**src/rtl/sdr_pkg.sv**
```systemverilog
// Shared SDR datapath types and constants used by the RX stream consumers.
package sdr_pkg;

  localparam int unsigned SAMPLE_W     = 12;
  localparam int unsigned MAX_LOG2_DEC = 4;
  localparam int unsigned ACC_W        = SAMPLE_W + MAX_LOG2_DEC;

  typedef struct packed {
    logic signed [SAMPLE_W-1:0] i;
    logic signed [SAMPLE_W-1:0] q;
  } iq_sample_t;

  // Limit a requested log2 decimation ratio to the supported maximum.
  function automatic logic [2:0] clamp_log2(input logic [2:0] k, input int unsigned max_log2);
    if (32'(k) > max_log2) return 3'(max_log2);
    return k;
  endfunction

endpackage

```
**src/rtl/iq_accum.sv**
```systemverilog
// Signed boxcar accumulator for one component: load/add/clear plus round-half-up dump.
module iq_accum #(
  parameter int unsigned DATA_W       = sdr_pkg::SAMPLE_W,
  parameter int unsigned MAX_LOG2_DEC = sdr_pkg::MAX_LOG2_DEC
) (
  input  logic                     clk,
  input  logic                     rst,
  input  logic                     clear,
  input  logic                     first,
  input  logic                     add,
  input  logic                     dump,
  input  logic [2:0]               k,
  input  logic signed [DATA_W-1:0] din,
  output logic signed [DATA_W-1:0] dout
);

  localparam int unsigned ACC_W = DATA_W + MAX_LOG2_DEC;
  localparam int unsigned SUM_W = ACC_W + 1;

  logic signed [ACC_W-1:0]  acc;
  logic signed [SUM_W-1:0]  base;
  logic signed [SUM_W-1:0]  sum;
  logic signed [SUM_W-1:0]  rnd;
  logic signed [DATA_W-1:0] dout_nxt;

  // Running sum including the current sample, and its rounded, scaled value.
  always_comb begin
    base = '0;
    rnd  = '0;
    if (!first) base = SUM_W'(acc);
    sum = base + SUM_W'(din);
    if (k != 3'd0) rnd = SUM_W'(1) << (k - 3'd1);
    dout_nxt = DATA_W'((sum + rnd) >>> k);
  end

  // Accumulator state; emptied after every dump or clear.
  always_ff @(posedge clk) begin
    if (rst || clear || dump) begin
      acc <= '0;
    end else if (add) begin
      acc <= sum[ACC_W-1:0];
    end
  end

  // Output register; holds until the next dump.
  always_ff @(posedge clk) begin
    if (rst) begin
      dout <= '0;
    end else if (dump) begin
      dout <= dout_nxt;
    end
  end

endmodule

```
**src/rtl/rx_iq_decimator.sv**
```systemverilog
// Power-of-two I/Q decimator: boxcar average over 2^k samples with valid/ready on both sides.
module rx_iq_decimator #(
  parameter int unsigned DATA_W       = sdr_pkg::SAMPLE_W,
  parameter int unsigned MAX_LOG2_DEC = sdr_pkg::MAX_LOG2_DEC
) (
  input  logic                     clk,
  input  logic                     rst,
  input  logic [2:0]               decim_log2,
  input  logic                     clear,
  input  logic                     in_valid,
  input  logic signed [DATA_W-1:0] in_data_i,
  input  logic signed [DATA_W-1:0] in_data_q,
  output logic                     in_ready,
  output logic                     out_valid,
  output logic signed [DATA_W-1:0] out_data_i,
  output logic signed [DATA_W-1:0] out_data_q,
  input  logic                     out_ready
);

  localparam int unsigned CNT_W = MAX_LOG2_DEC;

  logic [CNT_W-1:0] cnt;
  logic [CNT_W-1:0] last_idx;
  logic [2:0]       k_act;
  logic [2:0]       k_req;
  logic [2:0]       k_use;
  logic             first;
  logic             last;
  logic             accept;
  logic             acc_add;
  logic             dump;

  // Block control: the ratio in force is the fresh request at a block start, else the latched one.
  always_comb begin
    k_req    = sdr_pkg::clamp_log2(decim_log2, MAX_LOG2_DEC);
    first    = (cnt == '0);
    k_use    = first ? k_req : k_act;
    last_idx = CNT_W'(((CNT_W+1)'(1) << k_use) - (CNT_W+1)'(1));
    last     = (cnt == last_idx);
    in_ready = ~last | ~out_valid | out_ready;
    accept   = in_valid & in_ready & ~rst;
    dump     = accept & last & ~clear;
    acc_add  = accept & ~last & ~clear;
  end

  // Sample counter, ratio latch and output-valid handshake.
  always_ff @(posedge clk) begin
    if (rst) begin
      cnt       <= '0;
      k_act     <= '0;
      out_valid <= 1'b0;
    end else begin
      if (first) k_act <= k_req;
      if (clear || dump) begin
        cnt <= '0;
      end else if (acc_add) begin
        cnt <= cnt + CNT_W'(1);
      end
      if (dump) begin
        out_valid <= 1'b1;
      end else if (out_ready) begin
        out_valid <= 1'b0;
      end
    end
  end

  iq_accum #(.DATA_W(DATA_W), .MAX_LOG2_DEC(MAX_LOG2_DEC)) u_accum_i (
    .clk   (clk),
    .rst   (rst),
    .clear (clear),
    .first (first),
    .add   (acc_add),
    .dump  (dump),
    .k     (k_use),
    .din   (in_data_i),
    .dout  (out_data_i)
  );

  iq_accum #(.DATA_W(DATA_W), .MAX_LOG2_DEC(MAX_LOG2_DEC)) u_accum_q (
    .clk   (clk),
    .rst   (rst),
    .clear (clear),
    .first (first),
    .add   (acc_add),
    .dump  (dump),
    .k     (k_use),
    .din   (in_data_q),
    .dout  (out_data_q)
  );

endmodule

```
**config.mk**
```make
export PLATFORM = sky130hd
export DESIGN_NAME = rx_iq_decimator
export DESIGN_NICKNAME = d
export VERILOG_FILES = /design/src/rtl/sdr_pkg.sv /design/src/rtl/iq_accum.sv /design/src/rtl/rx_iq_decimator.sv
export SDC_FILE = /design/constraint.sdc
export NUM_CORES = 1
export LEC_CHECK = 0
export ABC_AREA = 1
export BUFFER_PORTS_ARGS = -buffer_cell sky130_fd_sc_hd__clkbuf_2
export CAP_MARGIN = 10
export CORE_MARGIN = 2
export CORE_UTILIZATION = 55
export CTS_BUF_LIST = sky130_fd_sc_hd__clkbuf_4 sky130_fd_sc_hd__clkbuf_8
export DETAILED_ROUTE_END_ITERATION = 12
export PLACE_DENSITY_LB_ADDON = 0.1
export SETUP_SLACK_MARGIN = 0.5
export SLEW_MARGIN = 25
export SYNTH_ARGS = -nofsm -noshare
export SYNTH_HDL_FRONTEND = slang
export SYNTH_SLANG_ARGS = --single-unit
export TNS_END_PERCENT = 10
```
**constraint.sdc**
```tcl
create_clock -name clk -period 5.4 [get_ports clk]
set_clock_uncertainty 0.2 [all_clocks]
set_input_delay 0.27 -clock clk [delete_from_list [all_inputs] [get_ports clk]]
set_output_delay 0.27 -clock clk [all_outputs]
set_load 0.01 [all_outputs]
```
==> impl_metrics.csv <==
group,metric,value,unit
run_status,status,"finished, final reports clean",
hold_path,hp-class,"in -> reg",
clocking,numCtsBuffers,9,
placement,postPlaceCellArea,7740,um2
detailed_routing,wl_per_cell,13.5,um
finish,layout_commonest_cell,"nand2_1",
detailed_routing,via_count,8168,
clocking,clock_latency,0.38,ns
die,num_rows,42,
detailed_routing,ant_nets,0,
placement,place.gp.congestion,0.895,
finish,drive_above_1_share,0.119,
timing,min_period,4.37,ns
detailed_routing,first_pass_iters,5,
global_route,overflow,0,
critical_path,arrival,4.49,ns
clocking,htreeDepth,3,
die,fp.coreArea,13200,um2
finish,fill_cells,1393,
critical_path,cpPeakStageDelay,0.41,ns
global_route,grt_pass1_vias,7626,
global_route,grt_pass1_wl,35000,um
critical_path,path_max_fanout,8,
yosys,avgSynthCellArea,5.77,um2
clocking,ctsHoldBuffers,0,
finish,mostFrequentLayoutCells,"366 x nand2_1, 216 x nand3_1, 167 x inv_1",
yosys,yosys_register_bits,64,
finish,nNetsFinal,1398,
critical_path,start_kind,"flop",
pwr,vdd_drop_max,0.000177,V
yosys,synthCells,1278,
critical_path,path_class,"reg -> reg",
global_route,grt_util_all_layers,0.298,
clocking,cts.clk_slew.worst_paths,0.08,ns
flow_run,cap_violations,0,
die,floorplan.initialDensity,0.559,
timing,slew_headroom,0.356,
yosys,yosysTopAreaCell,"nand2_1",
yosys,synth_top_area_frac,0.187,
timing,tightestPinTransition,0.965,ns
yosys,ys_top_cells_by_area,"nand2_1 19%, dfxtp_1 17%, nand3_1 15%",
timing,rsz0062_at_grt,"no",
yosys,syn_area,7380,um2
placement,dp_hpwl,16300,um
yosys,yosys_warnings,0,
timing,maxSlewViolCount,0,
timing,timing.final.hold_violations,0,
clocking,cts.path.max_buffers,2,
finish,num_antenna_cells,0,
timing,tns,0,ns
yosys,syn_nets,1357,
global_route,grt_max_degree,42,
clocking,clockRootBuffer,"clkbuf_8",
yosys,seq_area_frac_synth,0.174,
die,ios,58,
critical_path,end_kind,"flop",
finish,fin_area,7970,um2
timing,timing.final.crit_share,0.809,
detailed_routing,drt-total-wl,20300,um
detailed_routing,drc,0,
detailed_routing,drtIter0Drc,606,
pwr,p_leak,0.00404,uW
die,die-area,14400,um2
finish,syn_to_final_growth,8.06,%
yosys,synth_cell_types,43,
die,die_width,120,um
timing,setup_viol,0,
critical_path,cp.required,5.52,ns
global_route,antenna_found_initial,0,
die,die_height,120,um
timing,max_freq,229,MHz
clocking,cts_tree,"built",
critical_path,cpMaxStageDelayCell,"fa_1",
placement,io_buffers,57,
detailed_routing,avgViaCountPerCell,5.45,
pwr,p_per_area,165,nW/um2
clocking,cts_sinks,64,
cell type report:
cell class              instances  area, um2  share of cell area
multi-input cells             999       5210               0.654
flip-flops and latches         64       1280               0.161
inverters                     175        671              0.0841
repair buffers                 69        388              0.0487
well taps                     176        220              0.0276
clock buffers                   9        124              0.0155
clock inverters                 7       72.6             0.00911
repair inverters                1       5.00            0.000628
synthesized netlist by cell type:
master	n
a211oi_1	33
a21oi_1	54
a21oi_2	3
a221oi_1	2
and2_1	1
buf_1	5
buf_2	12
buf_6	6
buf_8	1
clkbuf_1	16
clkinv_4	1
dfxtp_1	64
fa_1	2
ha_1	45
inv_1	168
inv_2	4
inv_4	2
nand2_1	367
nand2_2	18
nand2_4	5
nand3_1	216
nand3_2	15
nand3_4	2
nand3b_1	8
nand4_1	24
nand4_2	3
nor2_1	135
nor2_2	7
nor2_4	4
nor3_1	7
nor3b_1	2
nor4_1	1
nor4_2	1
o211ai_1	1
o21a_1	3
o21ai_0	19
o21ai_1	2
o21ai_2	2
o31ai_1	1
or2_1	2
xnor2_1	3
xor2_1	9
xor2_2	2
through the flow:
stage	std cells	total power, uW	setup WS, ns	hold WS (ns)	util
2_1_floorplan	1278	803	1.53	0.237	-
3_3_place_gp	1480	888	0.915	0.247	0.587
3_5_place_dp	1480	890	0.857	0.254	0.587
4_1_cts	1496	1320	0.828	0.0114	0.602
5_1_grt	1500	1410	0.494	0.0578	0.604
6_report	1500	1320	1.03	0.0215	0.604
worst max-delay path: cells and delay by family, from the launching register on:
family                     cells  cell delay, ns
and+or+nand+nor               17            1.74
xor gates and xnor gates       1            0.24
buffers and inverters          6            0.49
adders and majority gates      4            1.28
DFF                            1            0.35
cell families after synthesis:
group	after synthesis	share of synthesized area
AO/OA/AOI/OAI	120	0.0979
XOR/XNOR	14	0.0187
adder cells (fa/ha/maj)	47	0.0818
buffers and inverters	215	0.120
flip-flops	64	0.174
AND/OR/NAND/NOR	818	0.508
power by group:
group	switching [uW]	internal, uW
clock	218	213
sequential	2.69	480
combinational	277	129
what timing repair did:
| item | CTS | global route |
|---|---|---|
| buffers inserted | 0 | 3 |
| endpoints found under the hold margin | 0 | 0 |
| setup endpoints to repair | 0 | 24 |
| gates resized for setup | 0 | 1 |
sequential cells by signal, indices dropped and copies added (netlist names):
name and flops:
u_accum_i.acc 16, u_accum_q.acc 16, u_accum_i.dout 12, u_accum_q.dout 12, cnt 4, k_act 3, out_valid 1
per-layer routing:
layer / track usage / part of all wire / routed length (um) / up-vias
met3: 0.0490 / 0.051 / 1040 / 35
li1: - / - / - / 4252
met5: 0 / 0 / 0 / -
met2: 0.502 / 0.46 / 9430 / 228
met1: 0.385 / 0.46 / 9290 / 3653
met4: 0.103 / 0.027 / 552 / 0
path summary, 6_finish.rpt:
path | startpoint | endpoint | slack (ns) | depth (start not counted)
worst max-delay path | cnt[0]$_SDFFE_PP0P_ | u_accum_q.dout[8]$_SDFFE_PP0P_ | 1.03 | 28
worst min register to register | u_accum_q.acc[6]$_SDFFE_PP0P_ | u_accum_q.acc[6]$_SDFFE_PP0P_ | 0.27 | 2
worst max register to register | cnt[0]$_SDFFE_PP0P_ | u_accum_q.dout[8]$_SDFFE_PP0P_ | 1.03 | 28
worst min-delay path | out_ready | out_valid$_SDFFE_PP0P_ | 0.02 | 4
(Power assumes the default switching activity.)
